$ cat src/rtl/gpu_pkg.sv
// Shared types for the frame reader: FSM states, SDRAM address width, pixel layout.
// Latency: n/a (types and helpers only).
// Backpressure: n/a.
package gpu_pkg;

   localparam int SD_ADDR_W           = 26;
   localparam int FRAME_WORDS_640x480 = 307200;
   localparam int CNT_W               = 19;

   typedef enum logic [1:0] {
      IDLE  = 2'd0,
      FETCH = 2'd1,
      DRAIN = 2'd2
   } state_t;

   // Fields declared MSB first, so r lands in bits [7:0] exactly as in the SDRAM word.
   typedef struct packed {
      logic [7:0] b;
      logic [7:0] g;
      logic [7:0] r;
   } pixel_t;

   // Word layout: [7:0]=r, [15:8]=g, [23:16]=b; the top byte carries nothing.
   function automatic pixel_t unpack_word(input logic [23:0] w);
      unpack_word = pixel_t'(w);
   endfunction

endpackage

$ cat src/rtl/pixel_fifo.sv
// Synchronous FIFO for unpacked pixels; head entry is read straight from storage flops.
// Latency: a word pushed at edge M is visible on o_dat with o_empty low from cycle M+1.
// Backpressure: push while full is refused unless a pop happens the same cycle.
// Ports: clk/n_rst, i_push/i_push_dat, i_pop, o_dat (head), o_full, o_empty, o_count.
module pixel_fifo #(
   parameter int WIDTH = 24,
   parameter int DEPTH = 16
) (
   input  logic                     clk,
   input  logic                     n_rst,
   input  logic                     i_push,
   input  logic [WIDTH-1:0]         i_push_dat,
   input  logic                     i_pop,
   output logic [WIDTH-1:0]         o_dat,
   output logic                     o_full,
   output logic                     o_empty,
   output logic [$clog2(DEPTH):0]   o_count
);

   localparam int AW = $clog2(DEPTH);
   localparam int CW = AW + 1;

   logic [WIDTH-1:0] r_mem [DEPTH];
   logic [AW-1:0]    r_wr_ptr;
   logic [AW-1:0]    r_rd_ptr;
   logic [CW-1:0]    r_count;
   logic             w_do_push;
   logic             w_do_pop;

   assign o_full  = (r_count == CW'(DEPTH));
   assign o_empty = (r_count == '0);
   assign o_count = r_count;
   assign o_dat   = r_mem[r_rd_ptr];

   // When full, a same-cycle pop frees the slot being written, so the push is kept.
   assign w_do_push = i_push & (~o_full | i_pop);
   assign w_do_pop  = i_pop & ~o_empty;

   always_ff @(posedge clk or negedge n_rst) begin
      if (!n_rst) begin
         r_wr_ptr <= '0;
         r_rd_ptr <= '0;
         r_count  <= '0;
         for (int i = 0; i < DEPTH; i++) begin
            r_mem[i] <= '0;
         end
      end else begin
         if (w_do_push) begin
            r_mem[r_wr_ptr] <= i_push_dat;
            r_wr_ptr        <= r_wr_ptr + AW'(1);
         end
         if (w_do_pop) begin
            r_rd_ptr <= r_rd_ptr + AW'(1);
         end
         r_count <= r_count + CW'(w_do_push) - CW'(w_do_pop);
      end
   end

endmodule

$ cat src/rtl/sdram_frame_reader.sv
// Avalon-MM read master fetching one frame of 32-bit words and streaming r/g/b pixels.
// Latency: SD_read one cycle after frame_ready; a returned word is a pixel one cycle later.
// Backpressure: reads issued only while pending+buffered < FIFO_DEPTH; pix_ready stalls pops.
// Ports: clk, n_rst, frame_ready; Avalon SD_read/SD_address/waitrequest/SD_rdata/
//   SD_readdatavalid; pixel stream pix_r/g/b, pix_valid, pix_ready; status busy,
//   frame_done (pulse), overflow_err (sticky).
// Build option: FRAME_READER_LOOP_EN restarts the next frame automatically after DRAIN.
module sdram_frame_reader
   import gpu_pkg::*;
#(
   parameter logic [SD_ADDR_W-1:0] BASE_ADDR   = '0,
   parameter int                   FRAME_WORDS = FRAME_WORDS_640x480,
   parameter int                   FIFO_DEPTH  = 16
) (
   input  logic                 clk,
   input  logic                 n_rst,
   input  logic                 frame_ready,
   output logic                 SD_read,
   output logic [SD_ADDR_W-1:0] SD_address,
   input  logic                 waitrequest,
   input  logic [31:0]          SD_rdata,
   input  logic                 SD_readdatavalid,
   output logic [7:0]           pix_r,
   output logic [7:0]           pix_g,
   output logic [7:0]           pix_b,
   output logic                 pix_valid,
   input  logic                 pix_ready,
   output logic                 busy,
   output logic                 frame_done,
   output logic                 overflow_err
);

   localparam int               PW       = $clog2(FIFO_DEPTH) + 1;
   localparam logic [CNT_W-1:0] LP_LAST  = CNT_W'(FRAME_WORDS);
   localparam logic [PW:0]      LP_DEPTH = (PW+1)'(FIFO_DEPTH);

   state_t               r_state, w_state_nxt;
   logic [SD_ADDR_W-1:0] r_addr, w_addr_nxt;
   logic [CNT_W-1:0]     r_issued, w_issued_nxt;
   logic [CNT_W-1:0]     r_returned, w_returned_nxt;
   logic [PW-1:0]        r_pending, w_pending_nxt;
   logic                 r_frame_done, w_frame_done_nxt;
   logic                 r_overflow;

   logic                 w_credit;
   logic                 w_accept;
   logic                 w_ret;
   logic                 w_pop;
   logic                 w_drain_done;
   logic                 w_fifo_full;
   logic                 w_fifo_empty;
   logic [PW-1:0]        w_fifo_count;
   pixel_t               w_fifo_dat;
   logic                 w_unused_msb;

   assign w_unused_msb = ^SD_rdata[31:24];

   // Reserve a FIFO slot for every outstanding read so returns always fit.
   assign w_credit = ({1'b0, r_pending} + {1'b0, w_fifo_count}) < LP_DEPTH;
   assign SD_read  = (r_state == FETCH) && w_credit && (r_issued != LP_LAST);
   assign w_accept = SD_read & ~waitrequest;

   // A return with nothing outstanding belongs to a request from before a reset.
   assign w_ret = SD_readdatavalid & (r_pending != '0);
   assign w_pop = pix_valid & pix_ready;

   // Finish on the edge of the last pop so frame_done and busy=0 appear together.
   assign w_drain_done = (r_pending == '0) && (r_returned >= LP_LAST) &&
                         (w_fifo_empty || ((w_fifo_count == PW'(1)) && w_pop));

   pixel_fifo #(
      .WIDTH (24),
      .DEPTH (FIFO_DEPTH)
   ) u_fifo (
      .clk        (clk),
      .n_rst      (n_rst),
      .i_push     (w_ret),
      .i_push_dat (unpack_word(SD_rdata[23:0])),
      .i_pop      (w_pop),
      .o_dat      (w_fifo_dat),
      .o_full     (w_fifo_full),
      .o_empty    (w_fifo_empty),
      .o_count    (w_fifo_count)
   );

   always_comb begin
      w_state_nxt      = r_state;
      w_addr_nxt       = r_addr;
      w_issued_nxt     = r_issued;
      w_returned_nxt   = r_returned + CNT_W'(w_ret);
      w_pending_nxt    = r_pending + PW'(w_accept) - PW'(w_ret);
      w_frame_done_nxt = 1'b0;
      case (r_state)
         IDLE: begin
            if (frame_ready) begin
               w_state_nxt    = FETCH;
               w_addr_nxt     = BASE_ADDR;
               w_issued_nxt   = '0;
               w_returned_nxt = '0;
            end
         end
         FETCH: begin
            if (w_accept) begin
               w_addr_nxt   = r_addr + SD_ADDR_W'(4);
               w_issued_nxt = r_issued + CNT_W'(1);
               if ((r_issued + CNT_W'(1)) == LP_LAST) begin
                  w_state_nxt = DRAIN;
               end
            end
         end
         DRAIN: begin
            if (w_drain_done) begin
               w_frame_done_nxt = 1'b1;
`ifdef FRAME_READER_LOOP_EN
               w_state_nxt    = FETCH;
               w_addr_nxt     = BASE_ADDR;
               w_issued_nxt   = '0;
               w_returned_nxt = '0;
`else
               w_state_nxt    = IDLE;
`endif
            end
         end
         default: begin
            w_state_nxt = IDLE;
         end
      endcase
   end

   always_ff @(posedge clk or negedge n_rst) begin
      if (!n_rst) begin
         r_state      <= IDLE;
         r_addr       <= BASE_ADDR;
         r_issued     <= '0;
         r_returned   <= '0;
         r_pending    <= '0;
         r_frame_done <= 1'b0;
         r_overflow   <= 1'b0;
      end else begin
         r_state      <= w_state_nxt;
         r_addr       <= w_addr_nxt;
         r_issued     <= w_issued_nxt;
         r_returned   <= w_returned_nxt;
         r_pending    <= w_pending_nxt;
         r_frame_done <= w_frame_done_nxt;
         if (w_ret && w_fifo_full && !w_pop) begin
            r_overflow <= 1'b1;
         end
      end
   end

   assign SD_address   = r_addr;
   assign pix_valid    = ~w_fifo_empty;
   assign pix_r        = w_fifo_dat.r;
   assign pix_g        = w_fifo_dat.g;
   assign pix_b        = w_fifo_dat.b;
   assign busy         = (r_state != IDLE);
   assign frame_done   = r_frame_done;
   assign overflow_err = r_overflow;

endmodule

$ cat config.mk
export PLATFORM = sky130hd
export DESIGN_NAME = sdram_frame_reader
export DESIGN_NICKNAME = d
export VERILOG_FILES = /design/src/rtl/gpu_pkg.sv /design/src/rtl/pixel_fifo.sv /design/src/rtl/sdram_frame_reader.sv
export SDC_FILE = /design/constraint.sdc
export NUM_CORES = 1
export LEC_CHECK = 0
export ABC_AREA = 1
export CAP_MARGIN = 10
export CELL_PAD_IN_SITES_DETAIL_PLACEMENT = 2
export CELL_PAD_IN_SITES_GLOBAL_PLACEMENT = 2
export CORE_MARGIN = 2
export CORE_UTILIZATION = 35
export CTS_CLUSTER_DIAMETER = 60
export CTS_CLUSTER_SIZE = 16
export DETAILED_ROUTE_END_ITERATION = 12
export GPL_TIMING_DRIVEN = 0
export PLACE_DENSITY = 0.85
export SLEW_MARGIN = 20
export SYNTH_ARGS = -nofsm -noshare
export SYNTH_HDL_FRONTEND = slang
export SYNTH_HIERARCHICAL = 1
export SYNTH_SLANG_ARGS = --single-unit
$ cat constraint.sdc
create_clock -name clk -period 3.7 [get_ports clk]
set_clock_uncertainty 0.15 [all_clocks]
set_input_delay 0.37 -clock clk [delete_from_list [all_inputs] [get_ports clk]]
set_output_delay 0.37 -clock clk [all_outputs]
set_load 0.03 [all_outputs]
# --- Word-level counts from Yosys, hierarchy flattened ---
# Cells that the tools add are included.
totals:
  elab_cells: 101
  input_bits: 38
  regBits: 470
  out_inout_bits: 55
classes:
  n_eq_ne: 10
  magnitude_cmp: 5
  reduce_logical: 18
  muxes: 21
  n_bitwise: 11
  addsub: 10
ops:
  columns: ["op", "count"]
  rows:
  - ["$bwmux 384", 1]
  - ["$bmux 24 s4", 1]
  - ["$demux 24 s4", 1]
  - ["$mux 19", 4]
  - ["$mux 24", 3]
  - ["$mux 26", 2]
  - ["$pmux 26 s2", 1]
  - ["$pmux 19 s2", 1]
  - ["$add 26x3->26 const B", 1]
  - ["$add 19x1->19", 1]
  - ["$add 19x1->19 const B", 1]
  - ["$eq 19x19->1 const B", 1]
  - ["$ge 19x19->1 const B", 1]
  - ["$ne 19x19->1 const B", 1]
  - ["$add 5x1->5", 2]
  - ["$ge 5x5->1 const B", 2]
  - ["$logic_not 5->1", 2]
  - ["$not 4->5", 2]
  - ["$sub 5x1->5", 2]
  - ["$add 4x1->4 const B", 2]
  - ["$logic_and 1x1->1", 8]
  - ["$mux 2", 4]
  - ["$add 5x5->6", 1]
  - ["$lt 6x5->1 const B", 1]
  - ["19 further kinds", 29]

# --- Logic depth before layout (Yosys ltp) ---
logic_depth:
  word_depth: 8
  ltp_mapped: 18
  depth_no_buf: 17

# --- Cells and area by module ---
# Netlist, hierarchy kept.
modules_own_cells:
  columns: ["module", "seq_area_each_um2", "instances", "area_per_inst_um2", "cells_each"]
  rows:
  - ["pixel_fifo", 9934.5, 1, 21240.4, 2970]
  - ["sdram_frame_reader", 1776.7, 1, 4385.5, 582]

# --- Worst setup path after synthesis ---
# OpenSTA, ideal clock, no wires.
synth_path:
  path_kind: "reg2reg"
  startpoint: "reg u_fifo.r_count[2], in the netlist u_fifo/o_count[2]"
  endpoint: "reg u_fifo.r_count[4], in the netlist u_fifo/o_count[4]"
  path_stages_with_launch: 19
  setup_ns: 0.126
  required_time_ns: 3.424
  period_less_slack_ns: 3.131
  arrival_ns: 2.855
  n_path_buf: 1
  setup_slack_ns: 0.569
  path_cell_list: "dfrtp_1 inv_1 ha_1 nand3_1 inv_1 inv_1 nand2_1 inv_1 inv_1 nand4_2 buf_2 nand2_1 ha_1 inv_1 ha_1 fa_1 nand3_1 nand2_1 xor2_1"
synth_between:
  elab_chain_cells: 7
  elab_cells_between_ends: 10
  classes_between: "2 x add/sub; 1 x eq/ne; 6 x bitwise; 1 x reduce/logical"
synth_rtl:
  columns: ["item", "line", "rtl"]
  rows:
  - ["start: declaration", "pixel_fifo.sv:26", "logic [CW-1:0] r_count;"]
  - ["start signal: assignment", "pixel_fifo.sv:55", "r_count <= r_count + CW'(w_do_push) - CW'(w_do_pop);"]
  - ["$logic_not 5->1 *", "pixel_fifo.sv:31", "assign o_empty = (r_count == '0);"]
  - ["named net w_fifo_empty", "sdram_frame_reader.sv:51", "logic w_fifo_empty;"]
  - ["$not 1->1 *", "sdram_frame_reader.sv:153", "assign pix_valid = ~w_fifo_empty;"]
  - ["named net pix_valid", "sdram_frame_reader.sv:26", "output logic pix_valid,"]
  - ["$and 1x1->1 *", "sdram_frame_reader.sv:65", "assign w_pop = pix_valid & pix_ready;"]
  - ["named net w_pop", "sdram_frame_reader.sv:48", "logic w_pop;"]
  - ["$or 1x1->1", "pixel_fifo.sv:36", "assign w_do_push = i_push & (~o_full | i_pop);"]
  - ["$and 1x1->1", "pixel_fifo.sv:36", null]
  - ["$add 5x1->5", "pixel_fifo.sv:55", null]
  - ["$sub 5x1->5 *", "pixel_fifo.sv:55", null]
# Mark *: on every way through the listed nets, which the timed path passes. The rest lies on a longest branch.
# A chain may end at the register's enable or synchronous reset.

# --- Worst setup path after layout ---
layout_path:
  startpoint: "reg u_fifo.r_rd_ptr[3]"
  endpoint: "out pix_g[6]"
layout_between:
  elab_chain_cells: 4
layout_rtl:
  columns: ["item", "line", "rtl"]
  rows:
  - ["start: declaration", "pixel_fifo.sv:25", "logic [AW-1:0] r_rd_ptr;"]
  - ["start signal: assignment", "pixel_fifo.sv:53", "r_rd_ptr <= r_rd_ptr + AW'(1);"]
  - ["$not 4->5 (not written as such)", "pixel_fifo.sv:33", "assign o_dat = r_mem[r_rd_ptr];"]
  - ["$bmux 24 s4", "pixel_fifo.sv:33", null]
  - ["$mux 24 (not written as such) (2 in series)", "pixel_fifo.sv:33", null]
  - ["end: declaration", "sdram_frame_reader.sv:24", "output logic [7:0] pix_g,"]
# No other way between the ends. The select of a mux whose other input is x is not followed.

==> reports/qor.csv <==
stage;metric;value;unit
outcome;status;complete, but fails checks;
outcome;violated checks;negative setup slack;
clock_network;TritonCTS Buffers;54;
clock_network;CTS Sinks;468;
global_route;vias in the first global route;29400;
clock_network;clk_lat worst skew;0.63;ns
power;internal power;13.7;mW
sta;Fin. Hold Viols;0;
detailed_routing;DRC;0;
logic_synthesis;Post-Synth Simple-Gate Area;41.6;%
logic_synthesis;Synth Area per Inst;7.21;um^2
worst_hold_path;worst min-delay path category;in -> reg;
sta;Slew HR;36.3;%
power;switching part of the total power;48.5;%
sta;fin worst setup slack;-0.0277;ns
logic_synthesis;post-synthesis compound-gate area fraction;1.78;%
power;peak supply drop;0.000512;V
sta;measured slew at the worst slew-check pin;0.955;ns
worst_setup_path;Crit path arrival time;3.21;ns
power;P_sw;12.9;mW
logic_synthesis;Post-Syn Area;0.0256;mm^2
placement;Inst Count DP;4575;
worst_setup_path;startpoint types;flip-flop;
logic_synthesis;sequential share of the synthesized area;45.7;%
worst_setup_path;Req. time, crit path;3.18;ns
clock_network;Clock Tree Root;clkbuf_16;
power;Clk network pwr share;22.0;%
global_route;largest net degree at the start of global routing;91;
floorplan;core area;0.0727;mm^2
final_layout;Antenna Cells;0;
logic_synthesis;Synth Area in XOR/XNOR;0.684;%
power;leak pwr;15.1;nW
final_layout;nets;3740;
job;number of max-cap violations;0;
logic_synthesis;Ys Warns;6;
final_layout;Synth-to-Final Area Change;15.5;%
final_layout;Final Non-Filler Cells;4677;
floorplan;IO Count;93;
worst_setup_path;crit path max fanout;10;
logic_synthesis;Synth cell types;44;
sta;Tmin final;3.73;ns
clock_network;H-tree depth;2;
sta;crit share post-route;101;%
logic_synthesis;number of synthesized flops with an enable pin;0;
final_layout;layout cells sized above 1;10.1;%
worst_setup_path;critical path class;reg -> out;
global_route;gr ovfl total;0;
sta;Final Max Slew Viols;0;
detailed_routing;vias per inst;5.72;
global_route;Total GRT Usage;31.6;%
floorplan;die extent in y;275;um
detailed_routing;first-pass iteration count of the detailed router;5;
logic_synthesis;mux cell area share after synthesis;0;%
placement;routability congestion estimate;0.947;
global_route;initial antenna violation count;1;
detailed_routing;DRT Wirelength;119000;um
sta;fmax;268;MHz
floorplan;die width;275;um
logic_synthesis;Post-synth top flop;dfrtp_1;
power;power per cell area;902;mW/mm^2
detailed_routing;Avg WL per Cell;25.4;um
logic_synthesis;flops & latches, synth;468;
sta;# setup viols final;1;
floorplan;Starting Density;35.2;%
power;power share of the combinational group;46.5;%
placement;HPWL after detailed placement;82000;um
clock_network;Longest Clk Path Bufs;3;
logic_synthesis;asr flop ratio synth;100;%
logic_synthesis;largest family of logic cells by synthesized area;simple AND/OR/NAND/NOR gates;
power;Pwr Total;26.7;mW
detailed_routing;routed via count;26800;
power;Seq pwr share;31.6;%
detailed_routing;Routed Antenna Nets;0;
logic_synthesis;Syn Inst Count;3552;
final_layout;FILL cells;8503;
logic_synthesis;adder-cell share of the synthesized area;1.43;%
clock_network;Worst-path clk slew;0.07;ns
sta;setup_tns;-0.0277;ns
floorplan;# rows;99;
detailed_routing;initial drt markers;2151;
global_route;first-pass GRT wire length;182000;um
clock_network;TritonCTS clock tree;done;
worst_setup_path;Setup crit end kind;output port;
placement;number of buffers inserted by port buffering;58;
floorplan;Die Area;0.0754;mm^2
## metrics by stage
stage	area (um^2)	util, %	setup WS [ns]	hold WS [ns]
after floorplan	25600	-	0.569	-0.0756
after global placement	27400	37.7	-20.43	0.303
after detailed placement	27600	37.9	-0.469	0.202
after CTS	29600	40.7	0.00241	0.0173
after global routing	29600	40.7	-0.0117	0.0663
final	29600	40.7	-0.0277	0.0531
## path summary, 6_finish.rpt
kind                               startpoint                end  slack (ns)  cells after the start
max                        u_fifo/r_rd_ptr[3]           pix_g[6]       -0.03                      7
min                              SD_rdata[23]   u_fifo/r_mem[71]        0.05                      3
max reg2reg                 u_fifo/o_count[3]  u_fifo/o_count[4]        0.15                     16
min reg2reg                  u_fifo/r_mem[59]   u_fifo/r_mem[59]        0.32                      2
max in group asynchronous               n_rst  u_fifo/r_mem[228]        1.95                      4
min in group asynchronous               n_rst     SD_address[19]        0.13                      2
## repair_timing
| item | 4_1_cts | 5_1_grt |
|---|---|---|
| gates resized for setup | 91 | 25 |
| setup endpoints to repair | 28 | 17 |
| buffers inserted | 2 | 0 |
| hold buffers | 1 | 0 |
| endpoints found under the hold margin | 58 | 0 |
## logic make-up after synthesis
logic type / Yosys count
other cells: 1
simple gates: 2421
fa+ha+maj: 28
compound gates: 83
buf+inv: 531
flops: 468
xor+xnor: 20
## final cells by class
cell class	count	area (um^2)	share of cell area [%]
multi-input combinational	2554	11700	39.7
sequential	468	11700	39.6
clock buffer	68	1510	5.09
buffer	287	1410	4.77
tap	959	1200	4.05
inverter	243	912	3.08
timing repair buffer	66	714	2.41
clock inverter	32	397	1.34
## cells in the mapped netlist (all sizes together) (2+ instances only)
cell type  instances  area share (%)
nand4            410              10
a21oi             33            0.67
nand3            206             4.3
a31oi              3           0.073
o21a               2           0.059
nand3b             2           0.059
xor2              16            0.55
o31ai              6            0.18
clkbuf           110             1.6
o21ai             36            0.70
dfrtp            468              46
xnor2              4            0.14
and3               3           0.073
buf              178             3.6
inv              243             3.6
fa                 2            0.16
ha                26             1.3
nor3              18            0.39
nand2           1524              22
nor4               7            0.23
nor2             249             3.9
## per-layer routing
| layer | up-vias | track usage [%] | share of wire (%) |
|---|---|---|---|
| li1 | 11700 | - | - |
| met1 | 13900 | 40.0 | 42 |
| met2 | 859 | 52.3 | 47 |
| met3 | 325 | 4.98 | 5.5 |
| met4 | 0 | 16.2 | 5.9 |
| met5 | - | 0 | 0 |
## cells in the final DEF, fill, tap and decap left out, types with 5 or more instances in the layout
master	count
buf_1	15
buf_6	5
buf_16	5
o31ai_1	6
clkinv_4	5
nor3_1	16
nand2_1	1509
clkdlybuf4s50_1	33
clkinvlp_4	6
clkbuf_16	55
a21oi_1	31
nand2_2	12
clkbuf_2	21
o21ai_1	5
nand3_2	16
ha_1	25
buf_2	135
dfrtp_1	468
nor2_2	32
buf_4	20
xor2_1	16
clkdlybuf4s15_2	7
nor2_4	5
dlygate4sd2_1	10
nand3_1	190
nand4_1	408
inv_1	239
nor2_1	212
o21ai_0	31
nor4_1	6
inv_6	7
clkbuf_1	98
clkbuf_8	8
bufinv_16	5
## critical path, cell delays in order (launching register included)
cell and delay, ns:
dfrtp_1 0.68, inv_1 0.36, buf_2 0.36, nand2_1 0.16, nor2_1 0.28, nand2_1 0.13, nand2_1 0.25, clkdlybuf4s15_2 0.34
## state kept, by name (all words and copies together) (netlist names), 2 cells and up
register / count
r_pending: 5
r_state: 2
r_returned: 19
u_fifo/r_wr_ptr: 4
u_fifo/r_rd_ptr: 4
u_fifo/o_count: 5
SD_address: 24
r_issued: 19
u_fifo/r_mem: 384
## power by group through the flow
| stage | logic [mW] | clock network, mW | registers [mW] |
|---|---|---|---|
| finish | 12.4 | 5.86 | 8.43 |
| global route | 13.5 | 6.15 | 8.61 |
| CTS | 12.2 | 5.97 | 8.38 |
| detailed placement | 11.8 | 0 | 8.35 |
| global placement | 11.2 | 0 | 8.27 |
| floorplan | 7.20 | 0 | 8.01 |
(Power assumes the default switching activity.)
